### src/rtl/clink_pkg.sv
// Camera Link Base definitions shared by the X-channel transmit framer and receiver:
// pixel/strobe bundle, TxIN bit map, and pack/unpack helpers that are exact inverses.
package clink_pkg;

    typedef struct packed {
        logic [7:0] d0;
        logic [7:0] d1;
        logic [7:0] d2;
        logic       lval;
        logic       fval;
        logic       dval;
    } clink_base_t;

    localparam int TXIN_W   = 28;
    localparam int TX_SPARE = 23;
    localparam int TX_LVAL  = 24;
    localparam int TX_FVAL  = 25;
    localparam int TX_DVAL  = 26;

    // TxIN bit position of each data bit, indexed by data bit number 0..7
    localparam int D0_IDX [8] = '{0, 1, 2, 3, 4, 6, 27, 5};
    localparam int D1_IDX [8] = '{7, 8, 9, 12, 13, 14, 10, 11};
    localparam int D2_IDX [8] = '{15, 18, 19, 20, 21, 22, 16, 17};

    function automatic logic [TXIN_W-1:0] pack_txin(input clink_base_t b);
        logic [TXIN_W-1:0] t;
        t = '0;
        for (int i = 0; i < 8; i++) begin
            t[D0_IDX[i]] = b.d0[i];
            t[D1_IDX[i]] = b.d1[i];
            t[D2_IDX[i]] = b.d2[i];
        end
        t[TX_LVAL] = b.lval;
        t[TX_FVAL] = b.fval;
        t[TX_DVAL] = b.dval;
        return t;
    endfunction

    function automatic clink_base_t unpack_txin(input logic [TXIN_W-1:0] t);
        clink_base_t b;
        b = '0;
        for (int i = 0; i < 8; i++) begin
            b.d0[i] = t[D0_IDX[i]];
            b.d1[i] = t[D1_IDX[i]];
            b.d2[i] = t[D2_IDX[i]];
        end
        b.lval = t[TX_LVAL];
        b.fval = t[TX_FVAL];
        b.dval = t[TX_DVAL];
        return b;
    endfunction

endpackage

### src/rtl/clink_base_tx_framer.sv
// Camera Link Base transmit framer: on a trigger edge emits one frame of FVAL/LVAL/DVAL timing
// with 3 pixels per word (stream or test pattern), packed into a registered 28-bit TxIN word.
module clink_base_tx_framer
    import clink_pkg::*;
#(
    parameter int H_W   = 12,
    parameter int V_W   = 12,
    parameter int CNT_W = 16
) (
    input  logic             clink_X_clk,
    input  logic             reset,
    input  logic             trigger,
    input  logic             cfg_test_pattern,
    input  logic [H_W-1:0]   cfg_h_words,
    input  logic [H_W-1:0]   cfg_h_blank,
    input  logic [V_W-1:0]   cfg_v_lines,
    input  logic [7:0]       cfg_fv_setup,
    input  logic [23:0]      s_pix_tdata,
    input  logic             s_pix_tvalid,
    output logic             s_pix_tready,
    output logic [27:0]      tx_word,
    output logic             busy,
    output logic             image_end,
    output logic             trig_overrun,
    output logic [CNT_W-1:0] frame_count
);

    localparam int CW = (H_W > 8) ? H_W : 8;

    localparam logic [2:0] ST_IDLE   = 3'd0;
    localparam logic [2:0] ST_PRE    = 3'd1;
    localparam logic [2:0] ST_ACTIVE = 3'd2;
    localparam logic [2:0] ST_BLANK  = 3'd3;
    localparam logic [2:0] ST_POST   = 3'd4;

    logic [2:0]       state_reg, state_next, ph;
    logic [CW-1:0]    cnt_reg, cnt_next, cnt_cur;
    logic [H_W-1:0]   word_reg, word_next, word_cur;
    logic [V_W-1:0]   line_reg, line_next, line_cur;
    logic             pat_reg, cur_pat;
    logic [H_W-1:0]   h_words_reg, h_blank_reg, cur_h_words, cur_h_blank;
    logic [V_W-1:0]   v_lines_reg, cur_v_lines;
    logic [7:0]       fv_setup_reg, cur_fv_setup;
    logic             trigger_q_reg;
    logic [27:0]      tx_word_reg;
    logic             busy_reg, image_end_reg, overrun_reg, end_next;
    logic [CNT_W-1:0] frame_count_reg;
    logic             start, idle_free, cfg_ok, go, fire;
    clink_base_t      emit;
    logic [7:0]       pat_byte [3];

    assign start     = trigger & ~trigger_q_reg;
    // The cycle after the last FVAL word and the image_end cycle both still belong to the old frame
    assign idle_free = (state_reg == ST_IDLE) && !busy_reg && !image_end_reg;
    assign cfg_ok    = (cfg_h_words != '0) && (cfg_v_lines != '0);
    assign go        = start && idle_free && cfg_ok;

    // On the start cycle the first frame word is produced directly from the live config
    assign cur_pat      = go ? cfg_test_pattern : pat_reg;
    assign cur_h_words  = go ? cfg_h_words      : h_words_reg;
    assign cur_h_blank  = go ? cfg_h_blank      : h_blank_reg;
    assign cur_v_lines  = go ? cfg_v_lines      : v_lines_reg;
    assign cur_fv_setup = go ? cfg_fv_setup     : fv_setup_reg;
    assign cnt_cur      = go ? '0 : cnt_reg;
    assign word_cur     = go ? '0 : word_reg;
    assign line_cur     = go ? '0 : line_reg;
    assign ph           = go ? ((cfg_fv_setup != 8'd0) ? ST_PRE : ST_ACTIVE) : state_reg;

    assign s_pix_tready = (ph == ST_ACTIVE) && !cur_pat;
    assign fire         = cur_pat | s_pix_tvalid;
    assign end_next     = busy_reg && (state_reg == ST_IDLE);

    for (genvar gi = 0; gi < 3; gi++) begin : g_pat
        assign pat_byte[gi] = 8'(word_cur) * 8'd3 + 8'(gi) + 8'(line_cur);
    end

    always_comb begin
        state_next = ph;
        cnt_next   = cnt_cur;
        word_next  = word_cur;
        line_next  = line_cur;
        emit       = '0;
        case (ph)
            ST_PRE, ST_POST: begin
                emit.fval = 1'b1;
                if (cnt_cur + CW'(1) == CW'(cur_fv_setup)) begin
                    cnt_next   = '0;
                    state_next = (ph == ST_PRE) ? ST_ACTIVE : ST_IDLE;
                end else begin
                    cnt_next = cnt_cur + CW'(1);
                end
            end
            ST_BLANK: begin
                emit.fval = 1'b1;
                if (cnt_cur + CW'(1) == CW'(cur_h_blank)) begin
                    cnt_next   = '0;
                    state_next = ST_ACTIVE;
                end else begin
                    cnt_next = cnt_cur + CW'(1);
                end
            end
            ST_ACTIVE: begin
                emit.fval = 1'b1;
                emit.lval = 1'b1;
                if (fire) begin
                    emit.dval = 1'b1;
                    emit.d0   = cur_pat ? pat_byte[0] : s_pix_tdata[7:0];
                    emit.d1   = cur_pat ? pat_byte[1] : s_pix_tdata[15:8];
                    emit.d2   = cur_pat ? pat_byte[2] : s_pix_tdata[23:16];
                    if (word_cur == cur_h_words - H_W'(1)) begin
                        word_next = '0;
                        if (line_cur == cur_v_lines - V_W'(1)) begin
                            line_next  = '0;
                            state_next = (cur_fv_setup == 8'd0) ? ST_IDLE : ST_POST;
                        end else begin
                            line_next  = line_cur + V_W'(1);
                            state_next = (cur_h_blank == '0) ? ST_ACTIVE : ST_BLANK;
                        end
                    end else begin
                        word_next = word_cur + H_W'(1);
                    end
                end
            end
            default: ;
        endcase
    end

    always_ff @(posedge clink_X_clk) begin
        if (reset) begin
            state_reg       <= ST_IDLE;
            cnt_reg         <= '0;
            word_reg        <= '0;
            line_reg        <= '0;
            pat_reg         <= 1'b0;
            h_words_reg     <= '0;
            h_blank_reg     <= '0;
            v_lines_reg     <= '0;
            fv_setup_reg    <= '0;
            trigger_q_reg   <= 1'b0;
            tx_word_reg     <= '0;
            busy_reg        <= 1'b0;
            image_end_reg   <= 1'b0;
            overrun_reg     <= 1'b0;
            frame_count_reg <= '0;
        end else begin
            state_reg     <= state_next;
            cnt_reg       <= cnt_next;
            word_reg      <= word_next;
            line_reg      <= line_next;
            trigger_q_reg <= trigger;
            tx_word_reg   <= pack_txin(emit);
            image_end_reg <= end_next;
            if (go) begin
                pat_reg      <= cfg_test_pattern;
                h_words_reg  <= cfg_h_words;
                h_blank_reg  <= cfg_h_blank;
                v_lines_reg  <= cfg_v_lines;
                fv_setup_reg <= cfg_fv_setup;
                busy_reg     <= 1'b1;
            end else if (end_next) begin
                busy_reg <= 1'b0;
            end
            if (end_next)
                frame_count_reg <= frame_count_reg + CNT_W'(1);
            if (start && !idle_free)
                overrun_reg <= 1'b1;
        end
    end

    assign tx_word      = tx_word_reg;
    assign busy         = busy_reg;
    assign image_end    = image_end_reg;
    assign trig_overrun = overrun_reg;
    assign frame_count  = frame_count_reg;

endmodule

### config.mk
export PLATFORM = sky130hd
export DESIGN_NAME = clink_base_tx_framer
export DESIGN_NICKNAME = d
export VERILOG_FILES = /design/src/rtl/clink_pkg.sv /design/src/rtl/clink_base_tx_framer.sv
export SDC_FILE = /design/constraint.sdc
export NUM_CORES = 1
export LEC_CHECK = 0
export BUFFER_PORTS_ARGS = -buffer_cell sky130_fd_sc_hd__buf_2
export CORE_MARGIN = 1.5
export CORE_UTILIZATION = 60
export CTS_BUF_LIST = sky130_fd_sc_hd__clkbuf_8
export CTS_CLUSTER_DIAMETER = 150
export DETAILED_ROUTE_END_ITERATION = 8
export PLACE_DENSITY = 0.8
export SYNTH_ARGS = -nofsm -noshare
export SYNTH_HDL_FRONTEND = slang
export SYNTH_SLANG_ARGS = --single-unit
### constraint.sdc
create_clock -name clink_X_clk -period 11.7 [get_ports clink_X_clk]
set_input_delay 2.34 -clock clink_X_clk [delete_from_list [all_inputs] [get_ports clink_X_clk]]
set_output_delay 2.34 -clock clink_X_clk [all_outputs]
set_load 0.02 [all_outputs]
==> metrics.yaml <==
synth_seq_cells: 131
syn_to_final_growth_pct: 12.0
crit_path_end_kind: "flip-flop"
rsz0062_at_grt: "false"
power_density_mw_per_mm2: 138
hold_path_depth: 2
clk_pin_slew_worst_paths_ns: 0.08
grt_busiest_layer: "met2"
min_path_type: "reg2reg"
track_usage: 0.299
num_vias: 7745
syn_inst: 1037
fmax_mhz: 133
cp_top_family: "simple AND/OR/NAND/NOR gates"
maxSlewViolCount: 0
diodes: 0
critical_path_buf_inv_count: 4
start_util: 0.621
r2r-start: "state_reg[0]"
postLayoutCellArea_mm2: 0.00932
drt_pass1_iterations: 7
worstReg2RegEnd: "line_reg[10]"
num_rows: 42
final_util: 0.695
rrSetupSlack_ns: 5.93
status: "finished clean"
route.detailed.drc: 0
cpPeakStageDelay_ns: 0.72
holdPathEnd: "h_words_reg[11]"
min_period_over_period: 0.641
htree_levels: 4
cts_tree: "done"
peakVddDrop_uv: 110
use_met1: 0.432
grtUsageMet2: 0.457
die_w_um: 121
syn-num-nets: 1145
drt_iter0_markers: 712
dieArea_mm2: 0.0146
cts_resized: 0
dp_hpwl_um: 15600
syn_avg_cell_area_um2: 8.02
largest_register_ffs: 27
worstPathRequired_ns: 12.08
layout_commonest_cell: "nand2_1"
ys_warn_count: 0
cts_root_buffer: "clkbuf_8"
wirelength_um: 21400
io_pins: 121
ys_types: 81
fin_nets: 1231
gr-usage-met3: 0.0547
avgRoutedWirePerCell_um: 16.3
timing.setup.tns_ns: 0
drive_gt1_frac: 0.161
drv_cap: 0
holdCritStartpoint: "h_words_reg[11]"
io_buffers: 119
crit_arrival_ns: 7.88
ys_async_sr_fraction: 0
clock-sinks: 131
ys_seq_area_frac: 0.315
antenna_found_initial: 0
finalHoldViolations: 0
path_common_cell: "a21oi_1"
synth_area_mm2: 0.00832
r2r_cells: 14
place_congestion: 0.861
gr-total-overflow: 0
cts_setup_buffers: 0
cts_buffers: 17
dpl_cell_area_mm2: 0.00891
worstSetupPathType: "in2reg"
grt_pass1_vias: 7049
hold_buffers: 0
grt_max_degree: 84
worstPathMaxFanout: 52
die_y_um: 121
synth-edff-count: 0
core_mm2: 0.0134
most-common-layout-cells: "nand2_1 (159), dfxtp_1 (131), buf_2 (119)"
synth_ff_type: "dfxtp_1"
total_power_w: 0.00129
power_leakage_nw: 3.85
path_cells: "buf_2 -> or4_4 -> or4_1 -> nand3_2 -> buf_4 -> nand2_1 -> inv_1 -> ha_1 -> fa_1 -> ha_1 -> inv_1 -> fa_1 -> o21bai_1 -> a21oi_1 -> o21bai_1 -> a21oi_1 -> xnor2_1 -> xnor2_1 -> nand2_1 -> a21oi_1"
ant_nets: 0
clkLatencyLatePin_ns: 0.46
setup_viol: 0
clk_path_buf_depth: 2
crit_slowest_cell: "or4_1"
viasPerCell: 5.90
worst_setup_path_start_kind: "input pin"
max-slew-margin-rel: 0.334
tightest_slew_ns: 0.996
fin_skew_ns: 0.00887
finalCriticalPeriod_ns: 7.50
grt_pass1_wl_um: 34900
## Yosys cell counts, types with 7 or more instances
master,n,share of area
nand2_1,159,0.072
dfxtp_1,131,0.32
a21oi_1,84,0.051
nor2_1,79,0.036
xnor2_1,63,0.066
xor2_1,48,0.051
inv_1,39,0.018
clkbuf_1,35,0.016
nor3_1,29,0.017
nand3_1,28,0.017
ha_1,27,0.041
o21ai_0,24,0.014
nand4_1,22,0.017
and2_1,19,0.014
buf_2,15,0.0090
nor4_1,15,0.011
a211oi_1,13,0.012
and3_1,12,0.0090
a21o_1,11,0.0099
a31oi_1,10,0.0075
and4_1,10,0.011
o31ai_1,10,0.0090
mux2i_1,9,0.011
or3_1,9,0.0068
or4_1,9,0.0081
fa_1,8,0.019
nand2b_1,7,0.0053
o21a_1,7,0.0063
## tightest hold or removal path, delay by kind of cell (launching register included)
| family | cells | cell delay (ns) |
|---|---|---|
| AO/OA/AOI/OAI | 1 | 0.05 |
| AND/OR/NAND/NOR | 1 | 0.06 |
| flip-flops | 1 | 0.33 |
## how the worst max path moves through the flow
stage                         startpoint            to  slack (ns)  cells after the start
after detailed placement  cfg_v_lines[0]   tx_word[17]        3.80                     20
after global routing      cfg_v_lines[0]   tx_word[17]        3.78                     20
final                     cfg_v_lines[0]   tx_word[17]        4.20                     20
after global placement    cfg_v_lines[0]   tx_word[17]        3.94                     19
after CTS                 cfg_v_lines[0]  s_pix_tready        4.24                      7
after floorplan           cfg_v_lines[0]   line_reg[9]        4.40                     16
## layer usage
metal,routed length [µm],vias to the layer above
li1,-,3846
met1,10100,3587
met2,9580,285
met3,1480,27
met4,249,0
met5,0,-
## power breakdown
part	internal, W	leakage [nW]	switching [W]	total, W
clock	0.000196	0.190	0.000195	0.000391
combinational	0.000144	2.60	0.000238	0.000382
sequential	0.000477	1.06	0.0000393	0.000516
total	0.000818	3.85	0.000472	0.00129
## per-stage QoR
stage / hold WS, ns / cells / setup WS [ns]
floorplan: 0.450 / 1037 / 4.40
global placement: 0.461 / 1280 / 3.94
detailed placement: 0.474 / 1280 / 3.80
CTS: 0.486 / 1312 / 4.24
global route: 0.511 / 1312 / 3.78
finish: 0.480 / 1312 / 4.20
## final cells by class
type	instances	area, µm²
Tap cell	176	220
Sequential cell	131	2620
Timing Repair Buffer	123	626
Multi-Input combinational cell	811	5300
Clock buffer	18	248
Inverter	39	146
Fill cell	1145	4090
Clock inverter	14	154
## kinds of logic (layout without fill, tap and decap cells)
kind of cell / Yosys count / after routing / share of synthesized area
buf+inv: 95 / 194 / 0.0478
flops: 131 / 131 / 0.315
other cells: 1 / 1 / 0.000451
compound gates: 213 / 213 / 0.174
fa+ha+maj: 35 / 35 / 0.0599
xor+xnor: 112 / 112 / 0.120
simple gates: 441 / 441 / 0.272
mux: 9 / 9 / 0.0108
No activity file was read; power rests on OpenSTA's default activity.
